===== src/rtl/cpu_log_emitter_pkg.sv =====
// Shared definitions for the CPU trace character emitter: ASCII symbols,
// state encoding, record-length constants and nibble-select helpers.
package cpu_log_emitter_pkg;

   localparam logic [7:0] CH_CARET  = 8'h5E;
   localparam logic [7:0] CH_AT     = 8'h40;
   localparam logic [7:0] CH_COLON  = 8'h3A;
   localparam logic [7:0] CH_SPACE  = 8'h20;
   localparam logic [7:0] CH_DOLLAR = 8'h24;
   localparam logic [7:0] CH_STAR   = 8'h2A;
   localparam logic [7:0] CH_LT     = 8'h3C;
   localparam logic [7:0] CH_EQ     = 8'h3D;
   localparam logic [7:0] CH_HASH   = 8'h23;
   localparam logic [7:0] CH_QMARK  = 8'h3F;

   // Register record = REC_LEN_REG_BASE + time digits + register digits;
   // memory record = REC_LEN_MEM_BASE + time digits.
   localparam int REC_LEN_REG_BASE = 26;
   localparam int REC_LEN_MEM_BASE = 34;

   typedef enum logic [3:0] {
      ST_IDLE, ST_CARET, ST_TIME, ST_AT, ST_PC, ST_COLON, ST_SP1, ST_KIND,
      ST_TARGET, ST_SP2, ST_LT, ST_EQ, ST_SP3, ST_DATA, ST_HASH
   } state_e;

   // Digit index 0 selects the most significant nibble.
   function automatic logic [3:0] hex_nibble(input logic [31:0] word, input logic [2:0] idx);
      return word[{~idx, 2'b00} +: 4];
   endfunction

   function automatic logic [3:0] bcd_nibble(input logic [15:0] t, input logic [1:0] idx);
      return t[{~idx, 2'b00} +: 4];
   endfunction

   // First digit to print when leading zeros are suppressed; time 0 still prints "0".
   function automatic logic [1:0] time_first_digit(input logic [15:0] t);
      if (t[15:12] != 4'h0)     return 2'd0;
      else if (t[11:8] != 4'h0) return 2'd1;
      else if (t[7:4] != 4'h0)  return 2'd2;
      else                      return 2'd3;
   endfunction

endpackage


===== src/rtl/cpu_log_emitter_nibble_to_ascii.sv =====
// Converts one 4-bit value to its ASCII digit, either as hex or as BCD
// (an out-of-range BCD nibble becomes '?').
module nibble_to_ascii
   import cpu_log_emitter_pkg::*;
#(
   parameter logic HEX_UPPER = 1'b0
) (
   input  logic [3:0] nibble,
   input  logic       bcd_mode,
   output logic [7:0] ascii
);

   always_comb begin
      ascii = 8'h30 + {4'h0, nibble};
      if (nibble > 4'd9) begin
         if (bcd_mode)
            ascii = CH_QMARK;
         else
            ascii = (HEX_UPPER ? 8'h37 : 8'h57) + {4'h0, nibble};
      end
   end

endmodule


===== src/rtl/cpu_log_emitter.sv =====
// Serialises one captured CPU trace record as an ASCII character stream,
// one character per clock, framed by '^' ... '#'.
module cpu_log_emitter
   import cpu_log_emitter_pkg::*;
#(
   parameter logic       HEX_UPPER = 1'b0,
   parameter logic [7:0] IDLE_CHAR = 8'h00
) (
   input  logic        clk,
   input  logic        reset,
   input  logic        in_valid,
   output logic        in_ready,
   input  logic        in_is_mem,
   input  logic [15:0] in_time,
   input  logic [31:0] in_pc,
   input  logic [4:0]  in_reg,
   input  logic [31:0] in_addr,
   input  logic [31:0] in_data,
   output logic [7:0]  char_out,
   output logic        char_valid,
   output logic        busy
);

   state_e      state_q, state_d;
   logic [3:0]  idx_q, idx_d;
   logic        is_mem_q, is_mem_d;
   logic [15:0] time_q, time_d;
   logic [31:0] pc_q, pc_d;
   logic [4:0]  reg_q, reg_d;
   logic [31:0] addr_q, addr_d;
   logic [31:0] data_q, data_d;

   logic        hs;
   logic [3:0]  reg_tens, reg_ones;
   logic        reg_two_digits;
   logic [3:0]  digit_nib;
   logic        digit_bcd;
   logic [7:0]  digit_ascii;

   assign in_ready   = reset & ((state_q == ST_IDLE) | (state_q == ST_HASH));
   assign hs         = in_valid & in_ready;
   assign busy       = (state_q != ST_IDLE);
   assign char_valid = (state_q != ST_IDLE);

   // Decimal register number by range compare and subtraction.
   assign reg_two_digits = (reg_q >= 5'd10);
   always_comb begin
      reg_tens = 4'd0;
      reg_ones = reg_q[3:0];
      if (reg_q >= 5'd30) begin
         reg_tens = 4'd3;
         reg_ones = 4'(reg_q - 5'd30);
      end else if (reg_q >= 5'd20) begin
         reg_tens = 4'd2;
         reg_ones = 4'(reg_q - 5'd20);
      end else if (reg_q >= 5'd10) begin
         reg_tens = 4'd1;
         reg_ones = 4'(reg_q - 5'd10);
      end
   end

   always_comb begin
      state_d  = state_q;
      idx_d    = idx_q;
      is_mem_d = is_mem_q;
      time_d   = time_q;
      pc_d     = pc_q;
      reg_d    = reg_q;
      addr_d   = addr_q;
      data_d   = data_q;

      if (hs) begin
         is_mem_d = in_is_mem;
         time_d   = in_time;
         pc_d     = in_pc;
         reg_d    = in_reg;
         addr_d   = in_addr;
         data_d   = in_data;
      end

      case (state_q)
         ST_IDLE:   if (hs) state_d = ST_CARET;
         ST_CARET: begin
            state_d = ST_TIME;
            idx_d   = {2'b00, time_first_digit(time_q)};
         end
         ST_TIME: begin
            idx_d = idx_q + 4'd1;
            if (idx_q == 4'd3) state_d = ST_AT;
         end
         ST_AT: begin
            state_d = ST_PC;
            idx_d   = 4'd0;
         end
         ST_PC: begin
            idx_d = idx_q + 4'd1;
            if (idx_q == 4'd7) state_d = ST_COLON;
         end
         ST_COLON:  state_d = ST_SP1;
         ST_SP1:    state_d = ST_KIND;
         ST_KIND: begin
            state_d = ST_TARGET;
            // Single-digit register numbers skip the tens position.
            idx_d   = (is_mem_q || reg_two_digits) ? 4'd0 : 4'd1;
         end
         ST_TARGET: begin
            idx_d = idx_q + 4'd1;
            if (is_mem_q ? (idx_q == 4'd7) : (idx_q == 4'd1)) state_d = ST_SP2;
         end
         ST_SP2:    state_d = ST_LT;
         ST_LT:     state_d = ST_EQ;
         ST_EQ:     state_d = ST_SP3;
         ST_SP3: begin
            state_d = ST_DATA;
            idx_d   = 4'd0;
         end
         ST_DATA: begin
            idx_d = idx_q + 4'd1;
            if (idx_q == 4'd7) state_d = ST_HASH;
         end
         ST_HASH:   state_d = hs ? ST_CARET : ST_IDLE;
         default:   state_d = ST_IDLE;
      endcase
   end

   always_comb begin
      digit_nib = 4'h0;
      digit_bcd = 1'b0;
      case (state_q)
         ST_TIME: begin
            digit_nib = bcd_nibble(time_q, idx_q[1:0]);
            digit_bcd = 1'b1;
         end
         ST_PC:   digit_nib = hex_nibble(pc_q, idx_q[2:0]);
         ST_TARGET: begin
            if (is_mem_q) begin
               digit_nib = hex_nibble(addr_q, idx_q[2:0]);
            end else begin
               digit_nib = (idx_q == 4'd0) ? reg_tens : reg_ones;
               digit_bcd = 1'b1;
            end
         end
         ST_DATA: digit_nib = hex_nibble(data_q, idx_q[2:0]);
         default: digit_nib = 4'h0;
      endcase
   end

   nibble_to_ascii #(.HEX_UPPER(HEX_UPPER)) u_digit (
      .nibble   (digit_nib),
      .bcd_mode (digit_bcd),
      .ascii    (digit_ascii)
   );

   always_comb begin
      char_out = IDLE_CHAR;
      case (state_q)
         ST_CARET:                         char_out = CH_CARET;
         ST_TIME, ST_PC, ST_TARGET, ST_DATA: char_out = digit_ascii;
         ST_AT:                            char_out = CH_AT;
         ST_COLON:                         char_out = CH_COLON;
         ST_SP1, ST_SP2, ST_SP3:           char_out = CH_SPACE;
         ST_KIND:                          char_out = is_mem_q ? CH_STAR : CH_DOLLAR;
         ST_LT:                            char_out = CH_LT;
         ST_EQ:                            char_out = CH_EQ;
         ST_HASH:                          char_out = CH_HASH;
         default:                          char_out = IDLE_CHAR;
      endcase
   end

   always_ff @(posedge clk or negedge reset) begin
      if (!reset) begin
         state_q  <= ST_IDLE;
         idx_q    <= 4'd0;
         is_mem_q <= 1'b0;
         time_q   <= 16'h0;
         pc_q     <= 32'h0;
         reg_q    <= 5'd0;
         addr_q   <= 32'h0;
         data_q   <= 32'h0;
      end else begin
         state_q  <= state_d;
         idx_q    <= idx_d;
         is_mem_q <= is_mem_d;
         time_q   <= time_d;
         pc_q     <= pc_d;
         reg_q    <= reg_d;
         addr_q   <= addr_d;
         data_q   <= data_d;
      end
   end

endmodule


===== config.mk =====
export PLATFORM = sky130hd
export DESIGN_NAME = cpu_log_emitter
export DESIGN_NICKNAME = d
export VERILOG_FILES = /design/src/rtl/cpu_log_emitter_pkg.sv /design/src/rtl/cpu_log_emitter_nibble_to_ascii.sv /design/src/rtl/cpu_log_emitter.sv
export SDC_FILE = /design/constraint.sdc
export NUM_CORES = 1
export LEC_CHECK = 0
export CELL_PAD_IN_SITES_DETAIL_PLACEMENT = 0
export CELL_PAD_IN_SITES_GLOBAL_PLACEMENT = 2
export CORE_UTILIZATION = 31
export CTS_BUF_LIST = sky130_fd_sc_hd__clkbuf_16
export DETAILED_ROUTE_END_ITERATION = 7
export PLACE_DENSITY_LB_ADDON = 0.1
export REMOVE_ABC_BUFFERS = 1
export SLEW_MARGIN = 25
export SYNTH_ARGS = -nofsm -noshare
export SYNTH_HDL_FRONTEND = slang
export SYNTH_SLANG_ARGS = --single-unit

===== constraint.sdc =====
create_clock -name clk -period 4 [get_ports clk]
set_clock_uncertainty 0.05 [all_clocks]
set_input_delay 0.6 -clock clk [delete_from_list [all_inputs] [get_ports clk]]
set_output_delay 0.6 -clock clk [all_outputs]
set_load 0.02 [all_outputs]

==> summary.txt <==
Status
  – Status: complete, but fails checks
  – Failing checks: negative setup slack

Setup path
  – Crit start category: register
  – CP cell instances: buf_12 > mux4_2 > mux2i_2 > o21ai_2 > a41oi_4 > nand3_4 > ha_4 > nor2_4 > o21ai_4 > and3_1 > or4_4 > buf_6
  – Crit. End Element: primary output
  – Launching point of the worst reg2reg path: state_q[3]$_DFFE_PN0P_
  – Crit path buffers/inverters: 2
  – Req. time, crit path: 3.35 ns
  – Worst EP arrival: about 3.4 ns
  – Worst Path Max Fanout: 4
  – Slowest stage delay, CP: 0.51 ns
  – Delay-heaviest family, CP: simple AND/OR/NAND/NOR gates
  – Reg2reg end: state_q[0]$_DFFE_PN0P_
  – Setup CP Type: register to primary output
  – Slowest stage cell, crit path: or4_4
  – R2r setup slk: 0.88 ns
  – FF-to-FF path depth: 10

Logic synthesis
  – Main synth FF type: dfrtp_1
  – Synth Register Bits: 126
  – Syn. warnings: 0
  – Syn Inst Count: 580
  – Synth cell types: 63
  – Post-synth ARST share: 100.0%
  – Top post-synthesis cells by area: dfrtp_1 46%, mux2_2 20%, mux4_2 7.5%, nor2_1 1.9%, nand2_1 1.9%
  – Mapped cell area: 0.006898 sq mm
  – Mean post-synth cell area: 11.89 sq um
  – Top-area cell type share of the netlist area: 45.71%
  – Largest area contributor in the netlist: dfrtp_1
  – Register area share after synthesis: 45.71%
  – EDFF count, synth: 0

Timing
  – Fin crit share: 101.3%
  – Final Hold Viols: 0
  – Slew Limit Fails: 0
  – RSZ-0062 raised after global routing: yes
  – F_max: 246.9 MHz
  – Post-layout min period: between 4 and 5 ns
  – Setup WS post-layout: -0.05051 ns
  – Final setup vio count: 2
  – Slew HR: between 50% and 60%
  – Least-Margin Pin Slew: 0.7182 ns

Finish
  – P&R area growth vs syn: 45.26%
  – Filler instances: 2019
  – Multi-input logic area: approximately 0.0037 sq mm
  – Most frequent cells in the layout: 124 x dfrtp_1, 122 x clkdlybuf4s50_1, 120 x mux2_2, 93 x buf_4, 33 x nand2_1
  – Commonest non-fill, non-tap cell in the layout: dfrtp_1
  – Final layout net count: 919
  – Layout cell share with drive strength beyond 1: roughly two fifths
  – Sequential cell area: about 0.0032 sq mm
  – Finished Layout Cells: about 1100
  – N_diodes: 0

Power
  – Total chip power: roughly 8.4 mW
  – VDD IR-drop max: 0.3406 mV
  – Leak: 4.283 nW
  – PwrDens: 839.6 mW/mm^2

Placement
  – RePlAce Congestion: just under 0.9
  – Final HPWL DP: 15280 um
  – Port buffer count: 130
  – Post-Place Cells: 1032

Clock tree
  – Clock tree sinks: 126
  – H-tree depth: 4
  – Clock transition at the registers of the reported paths: 0.06 ns
  – Worst-case clock buffer depth: 2
  – Root Buffer: clkbuf_16
  – Worst skew pair latency: 0.42 ns
  – CTS buffer count: 17
  – CTS tree: built

GRT
  – Antenna violations before repair: 0
  – Vias in the first global route: 5720
  – GR Overflow Total: 0
  – First-pass GRT wire length: 32340 um
  – GRT Util Overall: 19.13%
  – Largest net degree at the start of global routing: 78

Floorplanning
  – Chip width: 151.2 um
  – Die ar.: about 0.023 sq mm
  – IO Count: 132
  – Core ar.: 0.02182 sq mm
  – Initial core utilization: 31.61%
  – Die height: 151.2 um
  – Cell Rows: 54

Routing
  – TritonRoute pass-1 iters: 6
  – Final ANT Viol Nets: 0
  – DR iter-0 viols: approximately 240
  – Total number of vias: 5524
  – Vias per inst: 5.110
  – DR DRC count: 0
  – WL/cell: about 19 um
  – Final WL: 20590 um

Hold path
  – Type of the most critical hold path: input port to async pin

Run
  – Max Cap Viol: 0
==> worst max path at each step <==
stage	from	to	slack, ns	cells past startpoint
final	idx_q[0]$_DFFE_PN0P_	char_out[4]	-0.05	12
after global routing	state_q[1]$_DFFE_PN0P_	char_out[1]	-0.19	14
after CTS	state_q[1]$_DFFE_PN0P_	char_out[4]	-0.10	12
after detailed placement	state_q[1]$_DFFE_PN0P_	char_out[4]	-0.24	12
after global placement	idx_q[0]$_DFFE_PN0P_	char_out[4]	-0.17	11
after floorplan	state_q[2]$_DFFE_PN0P_	state_q[0]$_DFFE_PN0P_	-1.18	8
==> layer usage <==
layer	track usage, %	part of all wire, %	wire length [um]
met1	26.05	47	9604
met4	6.350	1.8	375
met2	30.41	48	9896
met5	0	0	0
met3	3.675	3.4	708
==> Yosys cell counts (2+ instances only) <==
master / instances
nand4_1: 6
xnor2_1: 2
inv_1: 12
mux2i_1: 12
o211ai_1: 3
nand3_1: 22
or3_1: 2
a31oi_1: 6
mux4_2: 23
a311o_1: 2
dfrtp_1: 126
a21boi_0: 2
o221ai_1: 2
and3_1: 5
buf_1: 4
nor2_1: 35
nand3b_1: 3
a41oi_1: 2
buf_6: 2
a2111o_1: 2
o2111ai_1: 3
o21a_1: 4
a21oi_1: 16
mux2_2: 120
nor3b_1: 3
or4_1: 5
a22oi_1: 3
a211oi_1: 3
and2_1: 2
and4b_1: 2
a32oi_1: 3
nand2_1: 34
clkbuf_1: 27
buf_4: 3
ha_1: 10
buf_2: 7
o21ai_0: 22
nand2b_1: 6
nor2b_1: 6
nor3_1: 5
==> cells by family (layout without fill, tap and decap cells) <==
family                   count (synthesis)  after routing  share of synthesized area, %
multiplexers                           155            155                         28.84
flip-flops                             126            126                         45.71
other                                    1              1                       0.05436
AO/OA/AOI/OAI                           86             86                         8.798
buffers and inverters                   55            276                         3.501
AND/OR/NAND/NOR                        143            143                         10.76
adder cells (fa/ha/maj)                 11             11                         1.959
XOR/XNOR                                 3              3                        0.3810
==> stage by stage <==
step / hold slack [ns] / utilization [%] / worst slack (ns) / area [sq um] / setup TNS [ns]
floorplan: 0.2544 / - / -1.182 / 6701 / -134.03
global placement: 0.4333 / 41.42 / -0.1653 / 9039 / -0.3774
detailed placement: 0.4413 / 41.42 / -0.2381 / 9039 / -0.5127
CTS: 0.05175 / 45.36 / -0.1004 / 9899 / -0.1791
global route: 0.05684 / 45.91 / -0.1862 / 10020 / -0.5086
finish: 0.04979 / 45.91 / -0.05051 / 10020 / -0.09747
==> where the power goes <==
| group | switching (mW) | total (mW) | internal, mW |
|---|---|---|---|
| Clock | 0.641 | 1.65 | 1.00 |
| Sequential | 0.414 | 2.33 | 1.92 |
| Combinational | 2.06 | 4.43 | 2.37 |
| Total | 3.12 | 8.41 | 5.30 |
==> area by class of cell <==
| cell class | count | area share, % |
|---|---|---|
| clock buffer | 17 | 4.246 |
| tap | 280 | 3.497 |
| clock inverter | 15 | 1.986 |
| sequential | 126 | 31.49 |
| inverter | 12 | 0.4496 |
| timing repair buffer | 232 | 21.30 |
| multi-input combinational | 399 | 37.03 |
==> registers in the layout, indices dropped and copies added, names as in the netlist <==
name,flops
addr_q,32
data_q,32
pc_q,32
time_q,16
reg_q,5
idx_q,4
state_q,4
is_mem_q,1
==> timing repair <==
item                       in CTS  in global routing
setup buffers                  15                  4
gates cloned                    0                  0
pin swaps                      16                 11
setup endpoints to repair       7                  7
gates resized for setup        56                 30
hold buffers                    0                  0
Power figures use the tool's default switching activity.
